[src/rtl/pipe_ctrl_pkg.sv]
// pipe_ctrl_pkg: shared definitions for the pipeline control slice.
//   - MIPS opcode / funct / COP0 rs constants for the supported subset
//   - 21-bit control word layout (cw_t) with field encodings
//   - CW_W: control word width
// Control word layout, MSB to LSB:
//   wd[20:18] alu[17:13] alub[12] dm_we[11:10] grfwe[9] ext[8]
//   dmext[7:5] mdc[4:2] c0_we[1] start[0]
package pipe_ctrl_pkg;

    localparam int CW_W = 21;

    // Field offsets / widths inside the control word
    localparam int WD_O    = 18;  localparam int WD_W    = 3;
    localparam int ALU_O   = 13;  localparam int ALU_W   = 5;
    localparam int ALUB_O  = 12;
    localparam int DMWE_O  = 10;  localparam int DMWE_W  = 2;
    localparam int GRFWE_O = 9;
    localparam int EXT_O   = 8;
    localparam int DMEXT_O = 5;   localparam int DMEXT_W = 3;
    localparam int MDC_O   = 2;   localparam int MDC_W   = 3;
    localparam int C0WE_O  = 1;
    localparam int START_O = 0;

    // Primary opcodes
    localparam logic [5:0] OP_SPECIAL  = 6'b000000;
    localparam logic [5:0] OP_REGIMM   = 6'b000001;
    localparam logic [5:0] OP_J        = 6'b000010;
    localparam logic [5:0] OP_JAL      = 6'b000011;
    localparam logic [5:0] OP_BEQ      = 6'b000100;
    localparam logic [5:0] OP_BNE      = 6'b000101;
    localparam logic [5:0] OP_BLEZ     = 6'b000110;
    localparam logic [5:0] OP_BGTZ     = 6'b000111;
    localparam logic [5:0] OP_ADDI     = 6'b001000;
    localparam logic [5:0] OP_ADDIU    = 6'b001001;
    localparam logic [5:0] OP_SLTI     = 6'b001010;
    localparam logic [5:0] OP_SLTIU    = 6'b001011;
    localparam logic [5:0] OP_ANDI     = 6'b001100;
    localparam logic [5:0] OP_ORI      = 6'b001101;
    localparam logic [5:0] OP_XORI     = 6'b001110;
    localparam logic [5:0] OP_LUI      = 6'b001111;
    localparam logic [5:0] OP_COP0     = 6'b010000;
    localparam logic [5:0] OP_SPECIAL2 = 6'b011100;
    localparam logic [5:0] OP_LB       = 6'b100000;
    localparam logic [5:0] OP_LH       = 6'b100001;
    localparam logic [5:0] OP_LW       = 6'b100011;
    localparam logic [5:0] OP_LBU      = 6'b100100;
    localparam logic [5:0] OP_LHU      = 6'b100101;
    localparam logic [5:0] OP_SB       = 6'b101000;
    localparam logic [5:0] OP_SH       = 6'b101001;
    localparam logic [5:0] OP_SW       = 6'b101011;

    // SPECIAL funct codes
    localparam logic [5:0] F_SLL   = 6'b000000;
    localparam logic [5:0] F_SRL   = 6'b000010;
    localparam logic [5:0] F_SRA   = 6'b000011;
    localparam logic [5:0] F_SLLV  = 6'b000100;
    localparam logic [5:0] F_SRLV  = 6'b000110;
    localparam logic [5:0] F_SRAV  = 6'b000111;
    localparam logic [5:0] F_JR    = 6'b001000;
    localparam logic [5:0] F_JALR  = 6'b001001;
    localparam logic [5:0] F_MFHI  = 6'b010000;
    localparam logic [5:0] F_MTHI  = 6'b010001;
    localparam logic [5:0] F_MFLO  = 6'b010010;
    localparam logic [5:0] F_MTLO  = 6'b010011;
    localparam logic [5:0] F_MULT  = 6'b011000;
    localparam logic [5:0] F_MULTU = 6'b011001;
    localparam logic [5:0] F_DIV   = 6'b011010;
    localparam logic [5:0] F_DIVU  = 6'b011011;
    localparam logic [5:0] F_ADD   = 6'b100000;
    localparam logic [5:0] F_ADDU  = 6'b100001;
    localparam logic [5:0] F_SUB   = 6'b100010;
    localparam logic [5:0] F_SUBU  = 6'b100011;
    localparam logic [5:0] F_AND   = 6'b100100;
    localparam logic [5:0] F_OR    = 6'b100101;
    localparam logic [5:0] F_XOR   = 6'b100110;
    localparam logic [5:0] F_NOR   = 6'b100111;
    localparam logic [5:0] F_SLT   = 6'b101010;
    localparam logic [5:0] F_SLTU  = 6'b101011;
    localparam logic [5:0] F2_MADD = 6'b000000;

    // COP0 rs field and the single legal eret encoding
    localparam logic [4:0]  RS_MF = 5'b00000;
    localparam logic [4:0]  RS_MT = 5'b00100;
    localparam logic [31:0] ERET  = 32'h4200_0018;

    // Register write data source
    typedef enum logic [2:0] {
        WD_ALU = 3'd0, WD_DM = 3'd1, WD_PC8 = 3'd2,
        WD_HI  = 3'd3, WD_LO = 3'd4, WD_CP0 = 3'd5
    } wd_e;

    typedef enum logic [4:0] {
        ALU_ADD  = 5'd0,  ALU_SUB  = 5'd1,  ALU_AND  = 5'd2,  ALU_OR   = 5'd3,
        ALU_XOR  = 5'd4,  ALU_NOR  = 5'd5,  ALU_SLT  = 5'd6,  ALU_SLTU = 5'd7,
        ALU_SLL  = 5'd8,  ALU_SRL  = 5'd9,  ALU_SRA  = 5'd10, ALU_SLLV = 5'd11,
        ALU_SRLV = 5'd12, ALU_SRAV = 5'd13, ALU_LUI  = 5'd14
    } alu_e;

    // Multiply/divide unit command
    typedef enum logic [2:0] {
        MDC_NONE = 3'd0, MDC_MULT = 3'd1, MDC_MULTU = 3'd2, MDC_DIV  = 3'd3,
        MDC_DIVU = 3'd4, MDC_MADD = 3'd5, MDC_MTHI  = 3'd6, MDC_MTLO = 3'd7
    } mdc_e;

    // dm_we: 0 none, 1 byte, 2 half, 3 word
    // dmext: 0 word, 1 lb, 2 lbu, 3 lh, 4 lhu
    typedef struct packed {
        wd_e        wd;
        alu_e       alu;
        logic       alub;
        logic [1:0] dm_we;
        logic       grfwe;
        logic       ext;
        logic [2:0] dmext;
        mdc_e       mdc;
        logic       c0_we;
        logic       start;
    } cw_t;

endpackage

[src/rtl/pipe_ctrl_decode.sv]
// instr_decode: purely combinational decoder, Instr -> 21-bit control word.
//   instr   in  32  instruction to decode
//   cw      out     control word (all zero when ri=1)
//   ri      out     instruction is outside the supported set
//   md_use  out     instruction uses the mult/div unit (compute, hi/lo read or write)
//   md_div  out     instruction is div/divu (selects the longer busy count)
// Configuration macro: MADD_EN -- decode SPECIAL2 madd as a mult-class op.
module instr_decode
    import pipe_ctrl_pkg::*;
(
    input  logic [31:0] instr,
    output cw_t         cw,
    output logic        ri,
    output logic        md_use,
    output logic        md_div
);

    logic [5:0] op;
    logic [5:0] funct;
    logic [4:0] rs;
    logic [4:0] rt;

    assign op    = instr[31:26];
    assign rs    = instr[25:21];
    assign rt    = instr[20:16];
    assign funct = instr[5:0];

    always_comb begin
        cw     = '0;
        ri     = 1'b0;
        md_use = 1'b0;
        md_div = 1'b0;
        case (op)
            OP_SPECIAL: begin
                cw.grfwe = 1'b1;
                case (funct)
                    F_SLL:          cw.alu = ALU_SLL;
                    F_SRL:          cw.alu = ALU_SRL;
                    F_SRA:          cw.alu = ALU_SRA;
                    F_SLLV:         cw.alu = ALU_SLLV;
                    F_SRLV:         cw.alu = ALU_SRLV;
                    F_SRAV:         cw.alu = ALU_SRAV;
                    F_ADD, F_ADDU:  cw.alu = ALU_ADD;
                    F_SUB, F_SUBU:  cw.alu = ALU_SUB;
                    F_AND:          cw.alu = ALU_AND;
                    F_OR:           cw.alu = ALU_OR;
                    F_XOR:          cw.alu = ALU_XOR;
                    F_NOR:          cw.alu = ALU_NOR;
                    F_SLT:          cw.alu = ALU_SLT;
                    F_SLTU:         cw.alu = ALU_SLTU;
                    F_JR:           cw.grfwe = 1'b0;
                    F_JALR:         cw.wd = WD_PC8;
                    F_MFHI: begin cw.wd = WD_HI; md_use = 1'b1; end
                    F_MFLO: begin cw.wd = WD_LO; md_use = 1'b1; end
                    F_MTHI: begin cw.grfwe = 1'b0; cw.mdc = MDC_MTHI; md_use = 1'b1; end
                    F_MTLO: begin cw.grfwe = 1'b0; cw.mdc = MDC_MTLO; md_use = 1'b1; end
                    F_MULT: begin
                        cw.grfwe = 1'b0; cw.mdc = MDC_MULT; cw.start = 1'b1; md_use = 1'b1;
                    end
                    F_MULTU: begin
                        cw.grfwe = 1'b0; cw.mdc = MDC_MULTU; cw.start = 1'b1; md_use = 1'b1;
                    end
                    F_DIV: begin
                        cw.grfwe = 1'b0; cw.mdc = MDC_DIV; cw.start = 1'b1;
                        md_use = 1'b1; md_div = 1'b1;
                    end
                    F_DIVU: begin
                        cw.grfwe = 1'b0; cw.mdc = MDC_DIVU; cw.start = 1'b1;
                        md_use = 1'b1; md_div = 1'b1;
                    end
                    default: ri = 1'b1;
                endcase
            end
            // Only bltz (rt=0) and bgez (rt=1) live under REGIMM here.
            OP_REGIMM: ri = (rt > 5'd1);
            OP_J, OP_BEQ, OP_BNE, OP_BLEZ, OP_BGTZ: ;
            OP_JAL: begin cw.wd = WD_PC8; cw.grfwe = 1'b1; end
            OP_ADDI, OP_ADDIU: begin
                cw.alu = ALU_ADD; cw.alub = 1'b1; cw.ext = 1'b1; cw.grfwe = 1'b1;
            end
            OP_SLTI: begin
                cw.alu = ALU_SLT; cw.alub = 1'b1; cw.ext = 1'b1; cw.grfwe = 1'b1;
            end
            OP_SLTIU: begin
                cw.alu = ALU_SLTU; cw.alub = 1'b1; cw.ext = 1'b1; cw.grfwe = 1'b1;
            end
            OP_ANDI: begin cw.alu = ALU_AND; cw.alub = 1'b1; cw.grfwe = 1'b1; end
            OP_ORI:  begin cw.alu = ALU_OR;  cw.alub = 1'b1; cw.grfwe = 1'b1; end
            OP_XORI: begin cw.alu = ALU_XOR; cw.alub = 1'b1; cw.grfwe = 1'b1; end
            OP_LUI:  begin cw.alu = ALU_LUI; cw.alub = 1'b1; cw.grfwe = 1'b1; end
            OP_COP0: begin
                if (rs == RS_MF) begin
                    cw.wd = WD_CP0; cw.grfwe = 1'b1;
                end else if (rs == RS_MT) begin
                    cw.c0_we = 1'b1;
                end else if (instr != ERET) begin
                    ri = 1'b1;
                end
            end
            OP_SPECIAL2: begin
`ifdef MADD_EN
                if (funct == F2_MADD) begin
                    cw.mdc = MDC_MADD; cw.start = 1'b1; md_use = 1'b1;
                end else begin
                    ri = 1'b1;
                end
`else
                ri = 1'b1;
`endif
            end
            OP_LB, OP_LBU, OP_LH, OP_LHU, OP_LW: begin
                cw.wd = WD_DM; cw.alu = ALU_ADD; cw.alub = 1'b1; cw.ext = 1'b1;
                cw.grfwe = 1'b1;
                case (op)
                    OP_LB:   cw.dmext = 3'd1;
                    OP_LBU:  cw.dmext = 3'd2;
                    OP_LH:   cw.dmext = 3'd3;
                    OP_LHU:  cw.dmext = 3'd4;
                    default: cw.dmext = 3'd0;
                endcase
            end
            OP_SB, OP_SH, OP_SW: begin
                cw.alu = ALU_ADD; cw.alub = 1'b1; cw.ext = 1'b1;
                case (op)
                    OP_SB:   cw.dm_we = 2'd1;
                    OP_SH:   cw.dm_we = 2'd2;
                    default: cw.dm_we = 2'd3;
                endcase
            end
            default: ri = 1'b1;
        endcase

        // A reserved instruction carries no control at all.
        if (ri) begin
            cw     = '0;
            md_use = 1'b0;
            md_div = 1'b0;
        end
    end

endmodule

[src/rtl/pipe_ctrl.sv]
// pipe_ctrl: post-ID control pipeline with mult/div busy tracking.
// Parameters: NSTAGE (1..8), MULT_CYCLES (1..63), DIV_CYCLES (1..63).
// Ports:
//   clk, reset      clock, synchronous active-high reset
//   Instr_ID        instruction in ID;  valid_ID  it is real
//   flush           bubble into stage 0; stall_ext freeze all stages
//   ctrl_pipe       NSTAGE packed 21-bit control words, stage 0 at LSBs
//   RI_pipe         per-stage reserved-instruction flag
//   RI_ID           valid ID instruction is unsupported (combinational)
//   stall_ID        ID must hold this cycle (combinational)
//   busy            mult/div unit occupied (registered counter != 0)
// Configuration macro: MADD_EN (handled inside instr_decode).
module pipe_ctrl
    import pipe_ctrl_pkg::*;
#(
    parameter int NSTAGE      = 3,
    parameter int MULT_CYCLES = 5,
    parameter int DIV_CYCLES  = 10
) (
    input  logic                   clk,
    input  logic                   reset,
    input  logic [31:0]            Instr_ID,
    input  logic                   valid_ID,
    input  logic                   flush,
    input  logic                   stall_ext,
    output logic [NSTAGE*CW_W-1:0] ctrl_pipe,
    output logic [NSTAGE-1:0]      RI_pipe,
    output logic                   RI_ID,
    output logic                   stall_ID,
    output logic                   busy
);

    cw_t  dec_cw;
    logic dec_ri;
    logic dec_md_use;
    logic dec_md_div;

    instr_decode u_decode (
        .instr  (Instr_ID),
        .cw     (dec_cw),
        .ri     (dec_ri),
        .md_use (dec_md_use),
        .md_div (dec_md_div)
    );

    cw_t              cw_q [NSTAGE];
    cw_t              cw_d [NSTAGE];
    logic [NSTAGE-1:0] ri_q;
    logic [NSTAGE-1:0] ri_d;
    logic [5:0]        cnt_q;
    logic [5:0]        cnt_d;
    logic              cnt_load;

    assign RI_ID = valid_ID & dec_ri;
    assign busy  = (cnt_q != 6'd0);
    // Stage-0 start covers the cycle a freshly issued op sits in EX; the
    // counter already loaded on that edge, so both terms agree in practice.
    assign stall_ID = valid_ID & dec_md_use & (busy | cw_q[0].start);

    always_comb begin
        cw_d[0] = cw_q[0];
        ri_d[0] = ri_q[0];
        if (flush) begin
            cw_d[0] = '0;
            ri_d[0] = 1'b0;
        end else if (stall_ext) begin
            cw_d[0] = cw_q[0];
            ri_d[0] = ri_q[0];
        end else if (stall_ID || !valid_ID) begin
            cw_d[0] = '0;
            ri_d[0] = 1'b0;
        end else if (dec_ri) begin
            cw_d[0] = '0;
            ri_d[0] = 1'b1;
        end else begin
            cw_d[0] = dec_cw;
            ri_d[0] = 1'b0;
        end

        // Later stages ignore flush; only the external freeze holds them.
        for (int k = 1; k < NSTAGE; k++) begin
            cw_d[k] = stall_ext ? cw_q[k] : cw_q[k-1];
            ri_d[k] = stall_ext ? ri_q[k] : ri_q[k-1];
        end

        // Load only when the decoded start word actually lands in stage 0.
        cnt_load = !flush && !stall_ext && valid_ID && !stall_ID && !dec_ri && dec_cw.start;
        if (cnt_load) begin
            cnt_d = dec_md_div ? 6'(DIV_CYCLES) : 6'(MULT_CYCLES);
        end else if (cnt_q != 6'd0) begin
            cnt_d = cnt_q - 6'd1;
        end else begin
            cnt_d = cnt_q;
        end
    end

    always_ff @(posedge clk) begin
        if (reset) begin
            for (int k = 0; k < NSTAGE; k++) begin
                cw_q[k] <= '0;
            end
            ri_q  <= '0;
            cnt_q <= '0;
        end else begin
            for (int k = 0; k < NSTAGE; k++) begin
                cw_q[k] <= cw_d[k];
            end
            ri_q  <= ri_d;
            cnt_q <= cnt_d;
        end
    end

    genvar gi;
    generate
        for (gi = 0; gi < NSTAGE; gi++) begin : g_pack
            assign ctrl_pipe[gi*CW_W +: CW_W] = cw_q[gi];
        end
    endgenerate

    assign RI_pipe = ri_q;

endmodule
[config.mk]
export PLATFORM = sky130hd
export DESIGN_NAME = pipe_ctrl
export DESIGN_NICKNAME = d
export VERILOG_FILES = /design/src/rtl/pipe_ctrl_pkg.sv /design/src/rtl/pipe_ctrl_decode.sv /design/src/rtl/pipe_ctrl.sv
export SDC_FILE = /design/constraint.sdc
export NUM_CORES = 1
export LEC_CHECK = 0
export ABC_AREA = 1
export CAP_MARGIN = 0
export CORE_ASPECT_RATIO = 2
export CORE_MARGIN = 1
export CORE_UTILIZATION = 47
export CTS_CLUSTER_SIZE = 16
export DETAILED_ROUTE_END_ITERATION = 6
export GPL_TIMING_DRIVEN = 0
export PLACE_DENSITY = 0.81
export SETUP_SLACK_MARGIN = 0.5
export SYNTH_ARGS = -nofsm -noshare
export SYNTH_HDL_FRONTEND = slang
export SYNTH_SLANG_ARGS = --single-unit
[constraint.sdc]
create_clock -name clk -period 2.1 [get_ports clk]
set_input_delay 0.42 -clock clk [delete_from_list [all_inputs] [get_ports clk]]
set_output_delay 0.42 -clock clk [all_outputs]
set_load 0.005 [all_outputs]
==> qor.csv <==
metric;value;unit
worst hold path class;input pin to flop;
die area;0.00761;sq mm
antenna cells;0;
H-tree levels;3;
actual slew at the worst max-slew pin;0.515;ns
Setup CP Type;input pin to output pin;
DIE WIDTH;62.2;um
vias;4324;
most common cell in the netlist;nor2_1;
Max Transition Viols Final;0;
ys flop type;dfxtp_1;
Hold Startpoint;Instr_ID[26];
GRT Total Usage;0.334;
#FFs+latches synth;69;
maximum vdd drop;554;uV
Max Freq;502;MHz
num ports;106;
critical path required time;1.68;ns
layout net count;731;
DP HPWL;8380;um
CTS buffer count;9;
Ys Warns;0;
clk_lat worst skew;0.33;ns
routed length per instance;16.7;um
reg-to-reg setup timing slack;0.54;ns
RSZ-0062 raised after global routing;yes;
router iterations before antenna repair;5;
drc violations;0;
Via density;5.50;
Max Root-Sink Buffers;2;
layout cells sized above 1;0.356;
placed instance area;0.00457;sq mm
Synth cell types;37;
TritonCTS clock tree;done;
top cell type's share of synthesized area;0.405;
max cap viols;0;
Clock Skews;0.00539;ns
die height;122;um
Reg-to-Reg Start;cnt_q[0]$_SDFFE_PP0P_;
clock slew at reported path FFs;0.05;ns
Post-Syn Area;0.00341;sq mm
clock share of power;0.337;
design area;0.00585;sq mm
row cnt;43;
Worst Hold Slack;0.426;ns
switching power;1.20;mW
vias in the first global route;4280;
cell internal pwr;2.83;mW
synth-to-layout area growth;71.6;%
first-pass GRT wire length;19700;um
pin count of the biggest net entering global routing;11;
number of synthesized flops with an enable pin;0;
fin crit share;0.949;
final wirelength;13100;um
Leak Pwr;3.14;nW
Mapped Cells;508;
Critical Path AT;1.57;ns
Synth area leader;dfxtp_1;
syn_area_per_cell;6.71;sq um
utilization after layout;0.836;
Initial Utilization;0.487;
Slew headroom;0.657;
Crit. End Element;output pin;
GRT overflow;0;
Num Clock Sinks;69;
register area share after synthesis;0.405;
Comb pwr share;0.290;
Critical Path Start;Instr_ID[30];
core footprint;0.00699;sq mm
Synth area leaders;dfxtp_1 41%, nor2_1 14%, nand3_1 8.7%;
Port Buffers;101;
outcome;finished, final reports clean;
PnR Total Power;4.03;mW
power per standard cell area;689;mW/mm^2
Sequential Power Share;0.373;
initial antenna violation count;0;
final hold violations;0;
Routed Antenna Nets;0;
DRT iter0 DRCs;308;
crit path launch type;input pin;
CTS root buf;clkbuf_16;
CP max FO;4;
Final Wtd Congestion;0.943;
Tmin final;1.99;ns
Post-synth ARST share;0;
final setup fails;0;
most frequent cells after synthesis;130 x nor2_1, 69 x dfxtp_1, 68 x nand2_1;
switching part of the total power;0.298;
hold_buf cts;0;
[flip-flops by register name, summed over array words and instances (netlist names)]
register,count
cw_q,60
RI_pipe,3
cnt_q,6
[critical path: stages]
cell     delay, ns
buf_8         0.11
nor2_4        0.21
buf_6         0.15
nand2_2       0.05
nor2_2        0.10
nor2_1        0.04
nand3_1       0.11
nand3_2       0.13
nand2_2       0.11
inv_2         0.04
buf_6         0.10
[power groups by stage]
stage	Sequential (mW)	Combinational, mW	Clock [mW]
floorplan	1.50	0.564	0
global placement	1.51	0.867	0
detailed placement	1.51	0.894	0
finish	1.51	1.17	1.36
CTS	1.50	1.09	1.35
global route	1.52	1.27	1.42
[per-layer routing]
| metal | GRT usage | wire length (um) |
|---|---|---|
| met5 | 0 | 0 |
| met4 | 0.283 | 1060 |
| met3 | 0.0530 | 687 |
| met2 | 0.652 | 7210 |
| met1 | 0.289 | 4160 |
[kinds of logic (layout without fill, tap and decap cells)]
family / after synthesis / after routing / share of synthesized area
AO/OA/AOI/OAI: 85 / 85 / 0.134
XOR/XNOR: 5 / 5 / 0.0129
adder cells (fa/ha/maj): 1 / 1 / 0.00367
buffers and inverters: 59 / 245 / 0.0716
flip-flops: 69 / 69 / 0.405
other: 1 / 3 / 0.00110
AND/OR/NAND/NOR: 288 / 288 / 0.371
[layout make-up]
cell class / instances / area [sq um]
plain buffers: 23 / 115
clock buffers: 12 / 256
clock inverters: 2 / 10.0
fillers: 443 / 1150
inverters: 36 / 140
multi-input cells: 382 / 2150
flip-flops and latches: 69 / 1430
well taps: 90 / 113
repair buffers: 172 / 1640
[placed cells by master, fill, tap and decap left out, drive strengths merged, types with 2 or more instances in the layout]
| master | synthesis | routed |
|---|---|---|
| nand3 | 61 | 61 |
| a211oi | 2 | 2 |
| xnor2 | 3 | 3 |
| xor2 | 2 | 2 |
| dlymetal6s2s | 0 | 33 |
| clkdlybuf4s50 | 0 | 13 |
| nor2 | 142 | 142 |
| dfxtp | 69 | 69 |
| clkinv | 1 | 2 |
| inv | 35 | 36 |
| conb | 1 | 3 |
| clkbuf | 16 | 34 |
| nand2 | 69 | 69 |
| o21ai | 56 | 56 |
| buf | 7 | 93 |
| dlygate4sd2 | 0 | 31 |
| nor3 | 4 | 4 |
| clkdlybuf4s15 | 0 | 3 |
| nand4 | 7 | 7 |
| a21oi | 23 | 23 |
[what timing repair did]
item / 4_1_cts / 5_1_grt
buffers inserted: 60 / 11
gates resized for setup: 234 / 106
pin swaps: 53 / 37
endpoints found under the setup margin: 67 / 81
[final timing paths]
| kind | endpoint | depth (start not counted) |
|---|---|---|
| setup reg to reg | cw_q[0][19]$_SDFFE_PP0N_ | 9 |
| hold / removal | cw_q[0][11]$_SDFFE_PP0N_ | 3 |
| setup / recovery | RI_ID | 11 |
| hold reg to reg | cw_q[0][20]$_SDFFE_PP0N_ | 2 |
[stage by stage]
| stage | setup TNS, ns | instances | setup slack [ns] |
|---|---|---|---|
| 2_1_floorplan | 0 | 510 | 0.495 |
| 3_3_place_gp | -4.13 | 701 | -0.916 |
| 3_5_place_dp | -4.70 | 701 | -0.905 |
| 4_1_cts | 0 | 775 | 0.188 |
| 5_1_grt | 0 | 786 | 0.0236 |
| 6_report | 0 | 786 | 0.107 |
Power figures use the tool's default switching activity.
==> RTL change 1, RTL diff (config.mk and constraints unchanged) <==
The option `MADD_EN` is turned on by a define.
--- a/src/rtl/pipe_ctrl_decode.sv
+++ b/src/rtl/pipe_ctrl_decode.sv
@@ -6,4 +6,6 @@
 //   md_div  out     instruction is div/divu (selects the longer busy count)
 // Configuration macro: MADD_EN -- decode SPECIAL2 madd as a mult-class op.
+`define MADD_EN
+
 module instr_decode
     import pipe_ctrl_pkg::*;
Function: changed (a bounded check fails within 4 cycles, from zero or initial values and one cycle with reset high).
==> RTL change 1 against the original RTL <==
  * Fmax is 4.8% lower
  * Critical path type unchanged
  * Worst setup slack worse by 100 ps
  * First-iteration DRC count is 3.9% higher
  * Design area is 3.9% higher
  * Critical path depth is 1 higher
  * Register-to-register slack worse by 510 ps
  * Wire length is 3.8% higher
  * Highest routed layer unchanged
  * Clock skew is 3.7 ps higher
  * Total power is 12% higher
  * Cell count is 4.2% higher
  * Synthesized area is 3.1% higher
  * Sequential cell count stayed put
==> RTL change 1: results (changes against the original RTL) <==
- Leak: 3.042 nW (-3.2%)
- Placed cell count: 737 (+5.1%)
- Yosys warnings: 0 (unchanged)
- Initial drt markers: 320 (+3.9%)
- Commonest cells in the netlist: 131 x nor2_1, 95 x nand2_1, 69 x dfxtp_1
- Largest Register: cw_q
- Critical-path maximum fanout: 5 (+1)
- Final Skew: 9.095 ps (+3.704 ps)
- Largest net degree at the start of global routing: 12 (+1)
- Max stage delay on crit path: 160 ps (-50 ps)
- Synth area leaders: dfxtp_1 39%, nor2_1 14%, nand2_1 10%, o21ai_0 7.1%, nand3_1 7.0%
- Fin nets: 760 (+4.0%)
- Status: finished, final reports clean
- VDD IR max: 0.4605 mV (-17%)
- RePlAce Congestion: 0.9159 (-2.9%)
- WL/cell: 16.62 microns (-0.43%)
- Diode count: 0 (unchanged)
- Proportion of layout cells with a drive suffix above 1: 0.3494 (-0.006941)
- Maximum clock path buffer count: 2 (unchanged)
- Critical path arrival: 1670 ps (+100 ps)
- Vias in the first global route: 4528 (+5.8%)
- First-pass GRT wire length: 20550 microns (+4.3%)
- Max FFs per register: 60 (unchanged)
- Drt first pass iters: 6 (+1)
- Initial antenna violation count: 0 (unchanged)
- Int Pwr: 0.003180 W (+12%)
- Cell variety after synth: 36 (-2.7%)
- Post-Syn Area per Cell: 6.482 sq um (-3.3%)
- Met1 global-route usage: 0.2954 (+0.006166)
- Met2 GRT Util: 0.6388 (-0.01295)
- GRT Util Overall: 0.3348 (+0.0007312)
- Routing usage on met3: 0.04212 (-0.01085)
- Sequential cell area fraction in the yosys report: 0.3932 (-0.01227)
- Hpwl dp: 8610 microns (+2.8%)
- IO buf count: 101 (unchanged)
- Avg Vias per Cell: 5.505 (about the same)
- Filler cells: 476 (+7.4%)
- Worst-margin pin slew: 775.9 ps (+261.1 ps)
- Post-route insts no fill: 819 (+4.2%)
- Antenna viol nets, final: 0 (unchanged)
- CP max stage cell: nor2_2
-- RTL change 1: changes by cell type after synthesis, sizes merged, moves of 5 or more --
| cell | before | now |
|---|---|---|
| o21ai | 56 | 51 |
| nor2 | 142 | 137 |
| nand3 | 61 | 52 |
| inv | 35 | 49 |
| nand2 | 69 | 98 |
| a21oi | 23 | 30 |
-- RTL change 1: logic make-up after synthesis --
kind of cell,synth area share
compound gates,0.1335
xor+xnor,0.01247
fa+ha+maj,0.003561
buf+inv,0.08832
flops,0.3932
other cells,0.001067
simple gates,0.3679
-- RTL change 1: repair_timing --
item	CTS	global route
setup endpoints to repair	75	89
cloned	1	0
setup buffers	54	11
resized for setup	231	94
pin swaps	57	51
endpoints found under the hold margin	0	0
-- RTL change 1: layout make-up --
| type | instances | area share |
|---|---|---|
| Multi-Input combinational cell | 401 | 0.3810 |
| Timing Repair Buffer | 167 | 0.2604 |
| Sequential cell | 69 | 0.2328 |
| Clock buffer | 12 | 0.04220 |
| Inverter | 50 | 0.03211 |
| Buffer | 24 | 0.02100 |
| Tap cell | 92 | 0.01894 |
| Clock inverter | 4 | 0.01153 |
-- RTL change 1: path summary, 6_finish.rpt --
check             slack (ps)                     start                        to  cells after the start
setup / recovery           6              Instr_ID[27]                     RI_ID                     12
hold / removal           460              Instr_ID[29]   cw_q[0][7]$_SDFFE_PP0N_                      4
setup reg to reg          30     cnt_q[1]$_SDFFE_PP0P_   cw_q[0][3]$_SDFFE_PP0N_                     12
hold reg to reg          480  cw_q[0][46]$_SDFFE_PP0N_  cw_q[0][46]$_SDFFE_PP0N_                      2
-- RTL change 1: worst register-to-register path, cell delays in order, from the launching register on --
cell and delay, ps:
dfxtp_2 330, inv_2 80, ha_4 150, nand2_4 50, nor3_4 270, nand2_2 100, buf_6 120, buf_6 100
a21boi_4 190, buf_6 180, buf_8 150, nand4_1 120, a21oi_1 160
-- RTL change 1: stage by stage --
step	cell area [sq um]	worst slack (ps)	hold WS, ps
final	6078	6.352	458.4
after global routing	6078	-33.18	477.1
after CTS	5718	30.37	470.4
after detailed placement	4707	-1038	474.9
after global placement	4707	-1074	461.7
after floorplan	3581	487.0	462.5
-- RTL change 1: power by group through the flow --
stage | Combinational, W | Sequential [W] | Clock [W]
final | 0.00135 | 0.00151 | 0.00166
after global routing | 0.00144 | 0.00152 | 0.00170
after CTS | 0.00118 | 0.00150 | 0.00164
after detailed placement | 0.000929 | 0.00152 | 0
after global placement | 0.000898 | 0.00152 | 0
after floorplan | 0.000593 | 0.00151 | 0
-- RTL change 1: metal layers --
layer | part of all wire | vias up
met2 | 0.56 | 235
met1 | 0.32 | 2092
met3 | 0.046 | 76
met5 | 0 | -
li1 | - | 2106
met4 | 0.070 | 0
==> RTL change 2, RTL diff (config.mk and constraints unchanged) <==
Made on the original files. Reset style: asynchronous (`reset`), changed in one clocked block. Comments in the files are not updated.
--- a/src/rtl/pipe_ctrl.sv
+++ b/src/rtl/pipe_ctrl.sv
@@ -95,5 +95,5 @@
     end
 
-    always_ff @(posedge clk) begin
+    always_ff @(posedge clk or posedge reset) begin
         if (reset) begin
             for (int k = 0; k < NSTAGE; k++) begin
Check against the original RTL: differs if reset is asserted again (counterexample within 4 cycles, from zero or initial values and one cycle with reset high); with reset held inactive, the same outputs for 10 cycles.
==> RTL change 2 against the original RTL <==
  * Clock power up 9%
  * Cell count up 3.8%
  * Die area up 10%
  * Synthesized area up 11%
  * Worst setup slack worse by 30 ps
  * Register-to-register slack worse by 440 ps
  * Design area up 7.7%
  * Total power up 0.41%
  * Sequential cell count unchanged
  * Wire length up 19%
==> RTL change 2: results (changes against the original RTL) <==
- Filler cells: 442 (-0.23%)
- Synth Area in Adders: 0.003320 (-0.0003524)
- Post-route insts no fill: 816 (+3.8%)
- Top_reg_cell synth: dfrtp_1
- Crit share post-route: 0.9635 (+0.01441)
- Hold WC Path Type: flip-flop to flip-flop
- Met2 GRT Util: 0.6786 (+0.02681)
- Post-CTS sizing: 280 (+20%)
- Synth Instances: 521 (+2.6%)
- Seq/total area: 0.2742 (+0.03029)
- Int Pwr: 0.002854 W (+0.88%)
- M1 wire length: 4859 microns (+17%)
- Met1 global-route usage: 0.3212 (+0.03197)
- Async S/R FF share, synth: 1.000 (+1.000)
- Avg Vias per Cell: 5.707 (+3.7%)
- Layout clock area frac: 0.04570 (+0.0001271)
- Cell variety after synth: 35 (-5.4%)
- Worst flop-to-flop path startpoint: cnt_q[1]$_DFFE_PP0P_
- First-pass GRT wire length: 21920 microns (+11%)
- Hpwl dp: 9139 microns (+9.1%)
- # clk buffers: 11 (-1)
- Min-Delay Endpoint: ctrl_pipe[55]$_DFFE_PP0N_
- Routing usage on met3: 0.04521 (-0.007761)
- Placed cell area: 0.004947 sq mm (+8.4%)
- Compound-Gate Fraction of Synth Area: 0.09661 (-0.03780)
- Critical path arrival: 1600 ps (+30 ps)
- Status: finished, final reports clean
- Fin nets: 758 (+3.7%)
- Metal3 WL: 927 microns (+35%)
- Hold path startpoint: ctrl_pipe[55]$_DFFE_PP0N_
- Reg2Reg Depth: 10 (+1)
- CP startpoint: Instr_ID[27]
- Synth area leaders: dfrtp_1 46%, nand2_1 18%, inv_1 6.3%, nand3_1 5.4%, nor2_1 4.9%
- Synth Area in XOR/XNOR: 0.006972 (-0.005881)
- WL/cell: 19.13 microns (+15%)
- Critical-path maximum fanout: 5 (+1)
- Inverters: 66 (+83%)
- Initial drt markers: 557 (+81%)
- Largest net degree at the start of global routing: 45 (+34)
- Clock period minus worst slack: 2023 ps (+30.25 ps)
- GRT Util Overall: 0.3532 (+0.01914)
- Reg-to-reg setup timing slack: 100 ps (-440 ps)
- Die ar.: 0.008402 sq mm (+10%)
- VDD IR max: 0.4219 mV (-24%)
- Proportion of layout cells with a drive suffix above 1: 0.3435 (-0.01283)
- Worst-margin pin slew: 588.1 ps (+73.32 ps)
- IO buf count: 102 (+0.99%)
- Area occupied by multi-input gates: 0.002125 sq mm (-1.2%)
- Min Hold Slack: 471.8 ps (+45.80 ps)
- Met2 WL post-DR: 8476 microns (+18%)
- Register area: 0.001727 sq mm (+21%)
## RTL change 2: cell types whose count changed after synthesis, moves of 18 or more
cell and delta:
dfrtp_1 +69, dfxtp_1 -69, inv_1 +29, nand2_1 +117, nand3_1 -18, nor2_1 -81
o21ai_0 -19
## RTL change 2: power groups by stage
stage                     clock (W)  combinational, W  sequential, W
after floorplan                   0          0.000402        0.00147
after global placement            0          0.000599        0.00148
after detailed placement          0          0.000624        0.00148
after CTS                   0.00146          0.000896        0.00147
after global routing        0.00152           0.00115        0.00148
final                       0.00148           0.00108        0.00148
## RTL change 2: cell families after synthesis
logic type | after synthesis
and+or+nand+nor | 303
buffers and inverters | 81
DFF | 69
AOI/OAI and AO/OA | 63
xor gates and xnor gates | 3
adders and majority gates | 1
other | 1
## RTL change 2: critical path, cell delays in order
cell     delay [ps]
buf_4           150
nor2_4          150
buf_4           150
nand3_4         110
nor2_4          160
nand2_2          70
nand2_2          80
nor2_4           50
a21oi_2         140
buf_2           130
